`config.mk`:
```
export PLATFORM = sky130hd
export DESIGN_NAME = fetch_stage
export DESIGN_NICKNAME = d
export VERILOG_FILES = /design/src/rtl/fetch_stage.sv
export SDC_FILE = /design/constraint.sdc
export NUM_CORES = 1
export LEC_CHECK = 0
export ABC_AREA = 0
export CORE_MARGIN = 2
export CORE_UTILIZATION = 47
export CTS_CLUSTER_DIAMETER = 200
export CTS_CLUSTER_SIZE = 8
export DETAILED_ROUTE_END_ITERATION = 10
export PLACE_DENSITY = 0.89
export SYNTH_ARGS = -nofsm -noshare
export SYNTH_HDL_FRONTEND = slang
export SYNTH_SLANG_ARGS = --single-unit
```
`constraint.sdc`:
```
create_clock -name clk -period 2.8 [get_ports clk]
set_input_delay 0.84 -clock clk [delete_from_list [all_inputs] [get_ports clk]]
set_output_delay 0.84 -clock clk [all_outputs]
set_load 0.005 [all_outputs]
```
`src/rtl/fetch_stage.sv`:
```
// fetch_stage: RV32I instruction-fetch stage.
// Owns the PC, addresses a combinational instruction memory and registers the
// returned word into IF/ID. Handles stall, redirect+flush, and halts on ecall.
module fetch_stage #(
  parameter int          ADDR_W   = 6,
  parameter logic [31:0] RESET_PC = 32'h0000_0000
) (
  input  logic              clk,
  input  logic              rst,
  input  logic              stall,
  input  logic              flush,
  input  logic [31:0]       branch_target,
  output logic [ADDR_W-1:0] imem_addr,
  input  logic [31:0]       imem_data,
  output logic [31:0]       if_id_pc,
  output logic [31:0]       if_id_pc4,
  output logic [31:0]       if_id_instr,
  output logic              if_id_valid,
  output logic              halted,
  output logic [15:0]       fetch_count
);

  localparam logic [31:0] NOP   = 32'h0000_0013;
  localparam logic [31:0] ECALL = 32'h0000_0073;

  typedef enum logic {RUN, HALTED} state_e;

  // IF/ID pipeline register contents
  typedef struct packed {
    logic [31:0] pc;
    logic [31:0] pc4;
    logic [31:0] instr;
    logic        valid;
  } if_id_t;

  localparam if_id_t BUBBLE = '{pc: 32'h0, pc4: 32'h0, instr: NOP, valid: 1'b0};

  state_e      state_q, state_d;
  logic [31:0] pc_q, pc_d;
  if_id_t      if_id_q, if_id_d;
  logic        halted_q, halted_d;
  logic [15:0] fetch_count_q, fetch_count_d;

  // Low two bits of the redirect target are dropped by word alignment.
  logic unused_tgt_lsbs;
  assign unused_tgt_lsbs = ^branch_target[1:0];

  // Next-state selection: flush beats halt-hold, which beats stall, which beats fetch.
  always_comb begin
    state_d       = state_q;
    pc_d          = pc_q;
    if_id_d       = if_id_q;
    halted_d      = halted_q;
    fetch_count_d = fetch_count_q;
    if (flush) begin
      pc_d     = {branch_target[31:2], 2'b00};
      if_id_d  = BUBBLE;
      state_d  = RUN;
      halted_d = 1'b0;
    end else if (state_q == HALTED) begin
      // Holding under stall keeps the captured ecall visible to decode.
      if (!stall) if_id_d = BUBBLE;
    end else if (!stall) begin
      if_id_d.pc    = pc_q;
      if_id_d.pc4   = pc_q + 32'd4;
      if_id_d.instr = imem_data;
      if_id_d.valid = 1'b1;
      pc_d          = pc_q + 32'd4;
      if (fetch_count_q != 16'hFFFF) fetch_count_d = fetch_count_q + 16'd1;
      if (imem_data == ECALL) begin
        state_d  = HALTED;
        halted_d = 1'b1;
      end
    end
  end

  // All state registers; synchronous reset has top priority.
  always_ff @(posedge clk) begin
    if (rst) begin
      state_q       <= RUN;
      pc_q          <= {RESET_PC[31:2], 2'b00};
      if_id_q       <= BUBBLE;
      halted_q      <= 1'b0;
      fetch_count_q <= 16'h0;
    end else begin
      state_q       <= state_d;
      pc_q          <= pc_d;
      if_id_q       <= if_id_d;
      halted_q      <= halted_d;
      fetch_count_q <= fetch_count_d;
    end
  end

  // Word index into the memory; wraps naturally past its end.
  assign imem_addr   = pc_q[ADDR_W+1:2];
  assign if_id_pc    = if_id_q.pc;
  assign if_id_pc4   = if_id_q.pc4;
  assign if_id_instr = if_id_q.instr;
  assign if_id_valid = if_id_q.valid;
  assign halted      = halted_q;
  assign fetch_count = fetch_count_q;

endmodule

```
* After elaboration in Yosys (flattened, before gate mapping)
Index checks and enable logic that the tools add are counted.
** Operators by class
- Reduce and logical (&&, ||, !) cells :: 5
- $add $sub $neg :: 2
- Bitwise operators :: 3
- Eq/ne operators :: 4
- Multiplexer cells :: 9
** Operators by type and width (count)
- two-way mux 97 bit :: 3
- two-way mux 32 bit :: 3
- adder 32 x 3 -> 32 bit (second input constant) :: 1
- == test 32 x 7 -> 1 bit (second input constant) :: 1
- adder 16 x 1 -> 16 bit (second input constant) :: 1
- inequality test 16 bit (second input constant) :: 1
- AND reduction 2 bit :: 2
- AND reduction 4 bit :: 1
- two-way mux 1 bit :: 3
- inverter 1 bit :: 3
- AND reduction 3 bit :: 1
- inequality test 2 x 1 -> 1 bit (second input constant) :: 1
- inequality test 2 bit (second input constant) :: 1
- OR reduction 2 bit :: 1
** Word-level totals
- Bits in registers :: 147
- Output and inout bits :: 120
- Bits of input ports :: 68
- Word-level logic and storage cells :: 32

* Longest topological paths before layout
Gate-level depths: netlist of run 1.
- Word-level depth :: 4
- Depth in mapped cells :: 7
- Depth with buffers taken out :: 6

* Worst setup path after synthesis of run 1
OpenSTA, ideal clock, no wires.
- Path type :: input to register
- From :: input port stall
- To :: register pc_q[31]
- Stages :: 6
- Buffers on the path :: 1
- Setup slack :: 465 ps
- Library setup time :: 91 ps
- Arrival time :: 2244 ps
- Data required time :: 2709 ps
- Cell sequence :: or2_1 buf_6 nor4_4 nand4_2 or3_1 a311oi_1
** Between the ends
- Cells in the longest elaborated chain, start to end :: 2
** RTL lines
- from (decl) :: RTL line 10 : input logic stall,
- inequality test 2 x 1 -> 1 bit (no source line)
- AND reduction 2 bit (no source line)
- to (signal assigned) :: RTL line 81 : pc_q <= {RESET_PC[31:2], 2'b00};
- to (signal assigned) :: RTL line 87 : pc_q <= pc_d;
- to (decl) :: RTL line 39 : logic [31:0] pc_q, pc_d;
Every way passes these cells.
A chain may end at the register's enable or synchronous reset.

* Worst setup path after layout of run 1
- From :: register pc_q[4]
- To :: output port imem_addr[2]
** RTL lines
- to (decl) :: RTL line 13 : output logic [ADDR_W-1:0] imem_addr,
No word-level cell between the ends.

==> results of run 1 <==
cell families after synthesis:
group / count (synthesis)
AND/OR/NAND/NOR: 294
flip-flops: 141
AO/OA/AOI/OAI: 138
buffers and inverters: 75
XOR/XNOR: 62
multiplexers: 4
adder cells (fa/ha/maj): 2
other: 1
final cells by class:
type                       instances  area (um2)  share of cell area [%]
clock buffer                      24         492                    5.73
clock inverter                     7        62.6                   0.729
inverter                           8        30.0                   0.350
multi-input combinational        504        2980                    34.8
sequential                       141        2820                    32.9
tap                              172         215                    2.51
timing repair buffer             202        1970                    23.0
registers in the layout, indices dropped and copies added (netlist names):
| name | flops |
|---|---|
| halted | 1 |
| if_id_instr | 32 |
| state_q | 1 |
| if_id_pc | 30 |
| if_id_valid | 1 |
| fetch_count | 16 |
| if_id_pc4 | 30 |
| pc_q | 30 |
worst paths after layout:
kind	endpoint	slack (ns)	cells past startpoint
setup / recovery	imem_addr[2]	0.36	2
hold / removal	if_id_pc4[22]	0.45	2
setup reg to reg	if_id_pc4[26]	0.59	6
hold reg to reg	if_id_pc4[22]	0.45	2
critical path, stage by stage, from the launching register on:
cell and delay, ns:
dfxtp_1 0.48, buf_4 0.20, clkdlybuf4s50_1 0.51
metal layers:
layer / vias to the layer above / global-route usage, % / share of wire, %
met5: - / 0 / 0.062
met4: 2 / 9.64 / 1.7
met3: 28 / 8.78 / 8.8
met2: 226 / 41.5 / 48
met1: 2777 / 30.6 / 42
li1: 2829 / - / -
power by group through the flow:
stage | sequential (uW) | combinational [uW] | clock, uW
2_1_floorplan | 2160 | 253 | 0
3_3_place_gp | 2190 | 447 | 0
3_5_place_dp | 2200 | 453 | 0
4_1_cts | 2160 | 458 | 2150
5_1_grt | 2170 | 501 | 2240
6_report | 2160 | 457 | 2130
cell usage in the layout (no fill, tap or decap), types with 5 or more instances in the layout:
| master | count |
|---|---|
| clkdlybuf4s50_1 | 179 |
| clkinv_2 | 5 |
| a211oi_1 | 21 |
| buf_4 | 20 |
| and3_1 | 8 |
| nand4_1 | 18 |
| o21ai_0 | 28 |
| xnor2_1 | 36 |
| or3_1 | 7 |
| nor4_1 | 19 |
| nor3_1 | 14 |
| dfxtp_1 | 141 |
| inv_1 | 7 |
| nand3_1 | 26 |
| a22oi_1 | 65 |
| nand2_1 | 51 |
| nor2_1 | 127 |
| a21oi_1 | 14 |
| clkbuf_16 | 17 |
| xor2_1 | 26 |
through the flow:
stage / worst slack [ns] / power, uW / std cells / util [%] / hold slack (ns)
6_report: 0.358 / 4740 / 1058 / 67.7 / 0.449
5_1_grt: 0.304 / 4910 / 1058 / 67.7 / 0.478
3_5_place_dp: 0.0870 / 2650 / 1027 / 63.3 / 0.441
2_1_floorplan: 0.465 / 2410 / 720 / - / 0.449
3_3_place_gp: 0.118 / 2640 / 1027 / 63.3 / 0.435
4_1_cts: 0.365 / 4760 / 1058 / 67.7 / 0.454
==> flow_summary.toml, run 1 <==
[cts]
cts_buffers = 17
clockBufferDepth = 2
clk_latency_ns = 0.42
post_cts_resized = 0
root_buffer = "clkbuf_16"
cts_tree = "yes"
numClockSinks = 141
hold_buffers = 0
clk_pin_slew_ns = 0.05
htree_num_levels = 4
postCtsSetupBuffers = 0

[sta]
fmax_mhz = 409
hold_viol_final = 0
rsz0062_at_grt = "false"
skew_ns = 0.00697
min_period_ns = 2.44
tns_ns = 0
finalCritPeriodShare_pct = 87.2
worstMarginPinSlew_ns = 0.683
slew_violations = 0
setup-violations-final = 0
slew_headroom_pct = 54.0

[placement]
dpl_cell_area_um2 = 8020
gp_congestion = 0.879
io_buffers = 181
place_hpwl_um = 12300

[logic_synthesis]
yosys_warnings = 0
synth_flop_cell = "dfxtp_1"
synthArstFlopShare_pct = 0
synthXorXnorAreaFrac_pct = 8.86
syn_area_um2 = 6130
synthTopCellsByArea = "dfxtp_1 (46%), a22oi_1 (8.0%), nor2_1 (7.8%), xnor2_1 (5.1%), xor2_1 (3.7%)"
netlist.area_leader.share_pct = 46.1
synth_edf_count = 0
synth.largest_area_cell = "dfxtp_1"
synthAdderAreaFrac_pct = 0.408
ys_ff_latch = 141
synth_area_per_cell_um2 = 8.55
synth_compound_area_share_pct = 15.2
synth_most_common_cell = "dfxtp_1"
seq_area_frac_synth_pct = 46.1
synth.area.mux_share_pct = 0.653
synthCells = 717
synth_top_family_by_area = "simple AND/OR/NAND/NOR gates"
yosys.area_share.simple_pct = 23.2
yosysUniqueCellTypes = 45
yosys-top-cells-count = "dfxtp_1 (141), nor2_1 (128), a22oi_1 (65)"

[die]
die_y_um = 118
die_x_um = 118
num_rows = 41
initial_core_util_pct = 48.4
fp.dieArea_um2 = 14000
core_area_um2 = 12700
io_pins = 188

[drt]
dr.pass1.iters = 5
via_count = 5862
drc = 0
routed_via_density = 5.54
routed_wl_um = 17700
ant_nets = 0
drt_iter0_drc = 467
wl_per_cell_um = 16.7

[grt]
antenna_found_initial = 1
grt_remaining_overflow = 0
grt_max_degree = 48
grt_use_total_pct = 25.4
grt_pass1_wl_um = 28600
grt_pass1_vias = 5610

[power_and_ir_drop]
internal-power_uw = 3630
seqPwrFrac_pct = 45.5
ir_drop_mv = 0.331
p_leak_uw = 0.00297
pwr-share-comb_pct = 9.6
power_density_nw_per_um2 = 553
power_frac_clock_pct = 44.8
swShare_pct = 23.5
power_switching_uw = 1120

[worst_setup_path]
r2r_start = "pc_q[2]"
crit_path_start = "pc_q[4]"
end_kind = "output port"
worstSetupPathType = "register to output port"
cp-start-kind = "register"
required_ns = 1.96
cp_data_arrival_time_ns = 1.60
critPathMaxFanout = 7

[layout]
area_growth_pct = 40.0
nets = 944
final_cell_area_um2 = 8580
nFillCells = 1002
num_antenna_cells = 0
final_layout_size_suffix_gt1_share_pct = 6.77

[run]
maxCapViolations = 0

[status]
status = "complete, no violations"

[hold_path]
hp-start = "if_id_pc4[22]"
hp-class = "register to register"
Note: power is estimated with default switching activity, not from simulation.
==> inputs of run 2 (changes only) <==
CTS_CLUSTER_SIZE = 30   (was 8)
TNS_END_PERCENT = 30   (was not set)
==> results of run 2 <==
Final layout, timing and power as in run 1 (identical DEF).
==> inputs of run 3 (changes only) <==
CORE_MARGIN = 1   (was 2)
SETUP_SLACK_MARGIN = 0.15   (was not set)
SLEW_MARGIN = 30   (was not set)
==> run 3 against run 2 <==
Sequential power is essentially flat. Power grew 3.0%. Clock-buffer cell count shrank 5. Clock skew grew 0.0054 ns. Clock power grew 6%.
==> flow_summary.toml, run 3 (same netlist as run 1, synthesis figures left out) <==
[cts]
htree_num_levels = 4
root_buffer = "clkbuf_16"
numClockSinks = 141
cts_tree = "yes"
cts_buffers = 17
clockBufferDepth = 2
post_cts_resized = 0
clk_pin_slew_ns = 0.06
hold_buffers = 0
postCtsSetupBuffers = 0
clk_latency_ns = 0.43

[worst_setup_path]
end_kind = "output port"
cp-start-kind = "register"
required_ns = 1.96
slowest_stage = "clkdlybuf4s50_1"
critPathMaxStageDelay_ns = 0.59
crit_chain = "clkdlybuf4s50_1"
r2r_setup_slack_ns = 0.55
crit_buf_inv = 1
worstSetupPathType = "register to output port"
cp_data_arrival_time_ns = 1.58
cp_top_family = "buffers and inverters"
critPathMaxFanout = 10

[layout]
final_cell_area_um2 = 8630
nFillCells = 1008
multiInputGateArea_um2 = 2980
final_layout_size_suffix_gt1_share_pct = 7.00
nets = 944
largest_reg_flops = 32
seq_area_um2 = 2820
num_antenna_cells = 0
layout_commonest_cell = "clkdlybuf4s50_1"
mostFrequentLayoutCells = "clkdlybuf4s50_1 (179), dfxtp_1 (141), nor2_1 (127)"
area_growth_pct = 40.8

[placement]
dpl_cell_area_um2 = 8040
gp_congestion = 0.841
place_hpwl_um = 11900
io_buffers = 181

[sta]
skew_ns = 0.0124
worstMarginPinSlew_ns = 0.593
hold_viol_final = 0
finalCritPeriodShare_pct = 86.3
rsz0062_at_grt = "false"
tns_ns = 0
fmax_mhz = 414
min_period_ns = 2.42
slew_headroom_pct = 60.2
slew_violations = 0
setup-violations-final = 0

[die]
fp.dieArea_um2 = 13500
io_pins = 188
core_area_um2 = 12700
die_y_um = 116
die_x_um = 116
num_rows = 41
initial_core_util_pct = 48.4

[drt]
drc = 0
ant_nets = 0
routed_wl_um = 17500
wl_per_cell_um = 16.6
dr.pass1.iters = 5
drt_iter0_drc = 429
via_count = 5859
routed_via_density = 5.54

[grt]
grt_pass1_wl_um = 28000
antenna_found_initial = 0
grt_max_degree = 76
grt_remaining_overflow = 0
grt_use_total_pct = 26.9
grt_pass1_vias = 5591

[status]
status = "complete, no violations"

[power_and_ir_drop]
power_density_nw_per_um2 = 566
p_leak_uw = 0.00299
ir_drop_mv = 0.369

[hold_path]
hp-class = "register to register"

[run]
maxCapViolations = 0
## run 3: cell type report
type                       count  share of cell area (%)
tap                          172                    2.49
timing repair buffer         202                    23.0
multi-input combinational    504                    34.6
inverter                       8                   0.348
clock buffer                  19                    5.13
sequential                   141                    32.7
clock inverter                12                    1.70
## run 3: per-layer routing
layer	vias to the layer above	wire length (um)	global-route usage (%)
li1	2827	-	-
met1	2761	7340	32.6
met2	241	8440	44.0
met3	30	1410	8.51
met4	0	337	11.9
met5	-	0	0
## run 3: stage by stage
| stage | worst slack [ns] | utilization [%] | cells | hold slack [ns] | power (uW) |
|---|---|---|---|---|---|
| 2_1_floorplan | 0.465 | - | 720 | 0.449 | 2410 |
| 3_3_place_gp | 0.107 | 63.4 | 1027 | 0.435 | 2640 |
| 3_5_place_dp | 0.0664 | 63.4 | 1027 | 0.444 | 2650 |
| 4_1_cts | 0.354 | 68.1 | 1058 | 0.458 | 4910 |
| 5_1_grt | 0.313 | 68.1 | 1058 | 0.486 | 5040 |
| 6_report | 0.384 | 68.1 | 1058 | 0.452 | 4880 |
## run 3: power breakdown
part | leakage (uW) | internal, uW | switching (uW) | total [uW]
combinational | 0.00155 | 253 | 211 | 463
sequential | 0.00115 | 2070 | 81.8 | 2150
clock | 0.000284 | 1410 | 855 | 2260
## run 3: worst paths after layout
kind,startpoint,end,depth (start not counted)
setup / recovery,pc_q[5],imem_addr[3],1
hold reg to reg,if_id_pc4[14],if_id_pc4[14],2
setup reg to reg,pc_q[5],pc_q[28],5
hold / removal,if_id_pc4[14],if_id_pc4[14],2
